===== src/rtl/demux_4way_buffered.sv =====
// demux_4way_buffered: registered 1-to-4 valid/ready demultiplexer, one-entry buffer per channel.
// Optional macro DEMUX_BYPASS_EN adds a zero-latency path into an empty, ready channel.
`default_nettype none

module demux_4way_buffered #(
  parameter int N = 32
) (
  input  logic         clk,
  input  logic         rst,
  input  logic [N-1:0] In,
  input  logic [1:0]   Choose,
  input  logic         in_valid,
  output logic         in_ready,
  output logic [N-1:0] Out1,
  output logic [N-1:0] Out2,
  output logic [N-1:0] Out3,
  output logic [N-1:0] Out4,
  output logic [3:0]   out_valid,
  input  logic [3:0]   out_ready
);

  logic [N-1:0] buf_data [4];
  logic [N-1:0] out_data [4];
  logic [3:0]   buf_valid;
  logic [3:0]   sel;
  logic [3:0]   drain;
  logic [3:0]   load_en;
  logic         bypass;

  assign sel      = 4'b0001 << Choose;
  assign in_ready = ~buf_valid[Choose] | out_ready[Choose];
  assign drain    = buf_valid & out_ready;
  assign load_en  = sel & {4{in_valid & in_ready & ~bypass}};

`ifdef DEMUX_BYPASS_EN
  logic [3:0] byp_en;

  // Bypass only into an empty buffer, so per-channel ordering is preserved.
  assign bypass    = in_valid & ~buf_valid[Choose] & out_ready[Choose];
  assign byp_en    = sel & {4{bypass}};
  assign out_valid = buf_valid | byp_en;
`else
  assign bypass    = 1'b0;
  assign out_valid = buf_valid;
`endif

  generate
    for (genvar k = 0; k < 4; k++) begin : g_ch
      always_ff @(posedge clk or posedge rst) begin
        if (rst) begin
          buf_data[k]  <= '0;
          buf_valid[k] <= 1'b0;
        end else if (load_en[k]) begin
          buf_data[k]  <= In;
          buf_valid[k] <= 1'b1;
        end else if (drain[k]) begin
          buf_valid[k] <= 1'b0;
        end
      end

`ifdef DEMUX_BYPASS_EN
      assign out_data[k] = byp_en[k] ? In : buf_data[k];
`else
      assign out_data[k] = buf_data[k];
`endif
    end
  endgenerate

  assign Out1 = out_data[0];
  assign Out2 = out_data[1];
  assign Out3 = out_data[2];
  assign Out4 = out_data[3];

endmodule

`default_nettype wire


===== config.mk =====
export PLATFORM = sky130hd
export DESIGN_NAME = demux_4way_buffered
export DESIGN_NICKNAME = d
export VERILOG_FILES = /design/src/rtl/demux_4way_buffered.sv
export SDC_FILE = /design/constraint.sdc
export NUM_CORES = 1
export LEC_CHECK = 0
export BUFFER_PORTS_ARGS = -buffer_cell sky130_fd_sc_hd__buf_2
export CORE_UTILIZATION = 50
export CTS_CLUSTER_DIAMETER = 120
export CTS_CLUSTER_SIZE = 30
export DETAILED_ROUTE_END_ITERATION = 12
export PLACE_DENSITY = 0.8
export SETUP_SLACK_MARGIN = 0.2
export SLEW_MARGIN = 0
export SYNTH_ARGS = -nofsm -noshare
export SYNTH_HDL_FRONTEND = slang
export SYNTH_SLANG_ARGS = --single-unit

===== constraint.sdc =====
create_clock -name clk -period 5.8 [get_ports clk]
set_input_delay 0.87 -clock clk [delete_from_list [all_inputs] [get_ports clk]]
set_output_delay 0.87 -clock clk [all_outputs]
set_load 0.05 [all_outputs]

=== Word-level counts from Yosys, hierarchy flattened ===
Cells that the tools add are included.
Widths: inputs -> output; s select.

* Register bits: 132
* Output and inout port bits: 133
* Word-level logic and storage cells: 31

* $lt $le $gt $ge: 1
* Shifts and indexed selects: 1
* Muxes and demuxes: 12
* Bitwise operators: 5
* Reduce and logical (&&, ||, !) cells: 4

{| class="wikitable"
|+ Operators by type and width
! operator !! count
|-
| $mux 1 || 10
|-
| $and 4x4->4 || 2
|-
| $reduce_bool 2->1 || 4
|-
| $bmux 1 s2 || 2
|-
| $shl 1x2->4 const A || 1
|-
| $lt 2x3->1 const B || 1
|-
| $and 1x1->1 || 1
|-
| $not 1->1 || 1
|-
| $or 1x1->1 || 1
|}

=== Depth between registers and ports, before layout ===
* Word-level depth: 7
* Depth in mapped cells: 6
* Depth with buffers taken out: 3

=== Worst setup path after synthesis ===
No wires, ideal clock.

* Kind: input to output
* From: in Choose[0]
* To: out in_ready
* Arrival: 1,704 ps
* Required time: 4,930 ps
* Setup slack: 3,226 ps
* Stages on the path: 2
* Path buffers: 1
* Path through: buf_2 -> mux4_2

* Cells in the longest elaborated chain, start to end: 4
* Elaborated cells on any way between the ends: 6

{| class="wikitable"
|+ RTL lines
! what !! line !! source
|-
| from (decl) || 11 || <nowiki>input logic [1:0] Choose,</nowiki>
|-
| $bmux 1 s2 || 31 || <nowiki>assign in_ready = ~buf_valid[Choose] | out_ready[Choose];</nowiki>
|-
| $mux 1 (not written as such) || 31 ||
|-
| $not 1->1 || 31 ||
|-
| $or 1x1->1 (*) || 31 ||
|-
| to (decl) || 13 || <nowiki>output logic in_ready,</nowiki>
|}

Mark *: on every way between the ends. The rest lies on a longest branch, timed or not. The select of a mux whose other input is x is not followed.

=== Final worst setup path ===
* From: in out_ready[0]
* To: out in_ready

* Cells in the longest elaborated chain, start to end: 3

{| class="wikitable"
|+ RTL lines
! what !! line !! source
|-
| from (decl) || 19 || <nowiki>input logic [3:0] out_ready</nowiki>
|-
| $bmux 1 s2 || 31 ||
|-
| $mux 1 (not written as such) || 31 ||
|-
| $or 1x1->1 || 31 ||
|}

Every way passes these cells. The select of a mux whose other input is x is not followed.

==> out/qor_table.md <==
| Result | Value |
|:---|:---|
| Run status | complete, no violations |
| Cell-by-cell listing of the critical path | buf_2 -> nand2b_1 -> mux4_2 -> buf_2 |
| DRC violations left | 0 |
| Sequential group share of total power | 0.351 |
| Remaining max-slew budget at the tightest pin | 0.213 |
| Pre-antenna DRT Iters | 4 |
| Min Hold Slack | 0.492 ns |
| Post-synth top flop | sky130_fd_sc_hd__dfrtp_1 |
| Worst Path Required | 4.93 ns |
| Initial DRC Count | 55 |
| Core Area | 9860 um^2 |
| Final global-route overflow total | 0 |
| Clock tree buffer depth | 2 |
| Worst Max-Slew Pin Slew | 1.18 ns |
| Power density over the cells | 520 nW/um^2 |
| Leading area contributor after synthesis | sky130_fd_sc_hd__dfrtp_1 |
| Critical Path Sink Type | output port |
| Relative area change from synthesis to final layout | 29.4% |
| TritonCTS clock tree | done |
| Logic gate share of total power | 0.344 |
| Net load switching power | 0.00134 W |
| Effective utilization at floorplan | 0.519 |
| Max-capacitance violation count | 0 |
| Final critical path time including I/O delays and setup | 2.75 ns |
| Largest stage delay on the critical path | 0.49 ns |
| CTS clk-pin slew, worst paths | 0.05 ns |
| Hold Crit Class | flip-flop to flip-flop |
| Number of enable flip-flop cells after synthesis | 0 |
| Via/cell ratio | 5.01 |
| Cell types occupying the most area after synthesis | sky130_fd_sc_hd__dfrtp_1 64%, sky130_fd_sc_hd__mux2_2 21%, sky130_fd_sc_hd__mux2_4 7.3% |
| Net switching fraction of the power | 0.390 |
| Row count | 36 |
| Dominant cell by count in the synthesized netlist | sky130_fd_sc_hd__dfrtp_1 |
| First-pass GRT wire length | 16600 um |
| Fill cell count | 699 |
| DRT antenna net count | 0 |
| Fin crit share | 0.473 |
| Count of endpoints failing setup in the final report | 0 |
| Final Core Density | 0.672 |
| Routed wire length per instance | 17.6 um |
| Post-CTS Setup Bufs | 0 |
| Netlist cell types | 18 |
| Number of cells upsized or downsized after cts | 0 |
| Startpoint Class | input pin |
| Gate family responsible for the most delay along the worst path | multiplexers |
| CTS root buffer | sky130_fd_sc_hd__clkbuf_8 |
| Pwr Total | 0.00345 W |
| Skew final | 0.00947 ns |
| # hold bufs at CTS | 0 |
| Share of the synthesized area in the top cell type | 0.645 |
| Synth Register Bits | 132 |
| Data arrival, critical path | 1.88 ns |
| Int Power | 0.00211 W |
| Post-Synthesis Cells | 293 |
| Fraction of final layout cells with drive strength greater than 1 | 0.684 |
| Static leakage | 3.22 nW |
| Placed Cells incl. Taps | 586 |
| Max rail drop VDD | 0.234 mV |
| Share of the yosys chip area belonging to registers | 0.645 |
| Overall die width | 103 um |
| Unrepaired setup endpoints after global routing | no |
| Number of failing hold endpoints at the final stage | 0 |
| Die Area | 10700 um^2 |
| Routed wire length | 10900 um |
| Count of port buffers added during placement | 173 |
| Post-synthesis net count | 334 |
| Finished Layout Cells | 617 |
| Number of antenna violations at the first check in global routing | 0 |
| Maximum operating frequency | 0.364 GHz |
| Critical-path cell with the highest stage delay | sky130_fd_sc_hd__mux4_2 |
| TritonCTS buffer count | 17 |
| Number of H-tree branching levels | 4 |
| Number of synthesis warnings | 0 |
| Total track usage | 0.213 |
| Vertical die dimension | 103 um |
| Syn avg cell area | 17.5 um^2 |
| Via count of the first global-routing pass | 3185 |
| Pin count of the biggest net entering global routing | 80 |
| Net count, final | 513 |
| Worst Path Max Fanout | 3 |
| Max-slew violation total from the final report | 0 |
| Count of buffer and inverter cells on the critical path | 2 |
| Detailed-placement wirelength estimate | 7250 um |
| Most frequent cells after synthesis | 132 x sky130_fd_sc_hd__dfrtp_1, 95 x sky130_fd_sc_hd__mux2_2, 25 x sky130_fd_sc_hd__mux2_4 |
| Clk network pwr share | 0.305 |
| Class of the most critical setup path | input pin to output port |
| Sum of negative setup slack | 0 ns |
| Share of synthesized flip-flops with an asynchronous set or reset | 1.00 |
| Via total after detailed routing | 3094 |
| Num Clock Sinks | 132 |
| Most repeated library cell on the critical path | sky130_fd_sc_hd__buf_2 |
| Number of antenna diodes | 0 |
| Mapped cell area | 5120 um^2 |
| Worst-Skew Late Latency | 0.51 ns |
| Last weighted congestion value of the routability-driven placer | 0.734 |
| Number of top-level design ports | 174 |
[kinds of logic (layout without fill, tap and decap cells)]
logic type / count (synthesis) / in the layout / share of synthesized area
AOI/OAI and AO/OA: 1 / 1 / 0.000976
buffers and inverters: 16 / 207 / 0.0281
DFF: 132 / 132 / 0.645
muxes: 129 / 129 / 0.304
and+or+nand+nor: 15 / 15 / 0.0222
[area by class of cell]
cell class	count	area, um^2	share of cell area
inverters	1	6.26	0.000943
flip-flops and latches	132	3300	0.498
multi-input cells	145	1680	0.254
clock buffers	22	463	0.0698
well taps	133	166	0.0251
clock inverters	9	128	0.0192
repair buffers	175	881	0.133
[sequential cells by signal, indices dropped and copies added (netlist names)]
register and flops:
Out2 32, Out1 32, Out4 32, out_valid 4, Out3 32
[per-layer routing]
metal,vias up,wire (um),global-route usage
li1,1389,-,-
met1,1583,4550,0.253
met2,114,5460,0.355
met3,8,755,0.0867
met4,0,95,0.0704
met5,-,0,0
[layout by cell type, fill, tap and decap left out, drive strengths merged]
cell type and n:
nand3b 1, nand2 5, nand2b 4, nor2b 2
o21ai 1, nor3b 1, bufinv 3, clkinvlp 3
clkbuf 22, and3 1, mux4 1, clkinv 3
mux2 128, dfrtp 132, nand3 1, inv 1
buf 175
[path summary, 6_finish.rpt]
kind | start | to | slack, ns | depth (start not counted)
worst min-delay path | Out3[2] | Out3[2] | 0.49 | 1
worst max register to register | out_valid[2] | Out3[13] | 3.39 | 4
worst min register to register | Out3[2] | Out3[2] | 0.49 | 1
worst max-delay path | out_ready[0] | in_ready | 3.05 | 4
min in group asynchronous | rst | Out2[19] | 0.56 | 2
max in group asynchronous | rst | Out3[15] | 3.98 | 3
[metrics by stage]
stage	setup WS, ns	cell area, um^2
floorplan	1.40	5120
global placement	2.81	6040
detailed placement	2.75	6040
CTS	3.05	6630
global route	3.03	6630
finish	3.05	6630
[power by group through the flow]
stage	Sequential (W)	Clock [W]	Combinational, W
floorplan	0.00190	0	0.000232
global placement	0.00121	0	0.00118
detailed placement	0.00122	0	0.00119
CTS	0.00121	0.00107	0.00120
global route	0.00124	0.00111	0.00124
finish	0.00121	0.00105	0.00119
[worst register-to-register path, stage by stage, from the launching register on]
cell and delay [ns]:
sky130_fd_sc_hd__dfrtp_1 0.38, sky130_fd_sc_hd__nand2b_1 0.11, sky130_fd_sc_hd__nor3b_4 0.97, sky130_fd_sc_hd__buf_4 0.46, sky130_fd_sc_hd__mux2_2 0.38
(Power assumes the default switching activity.)
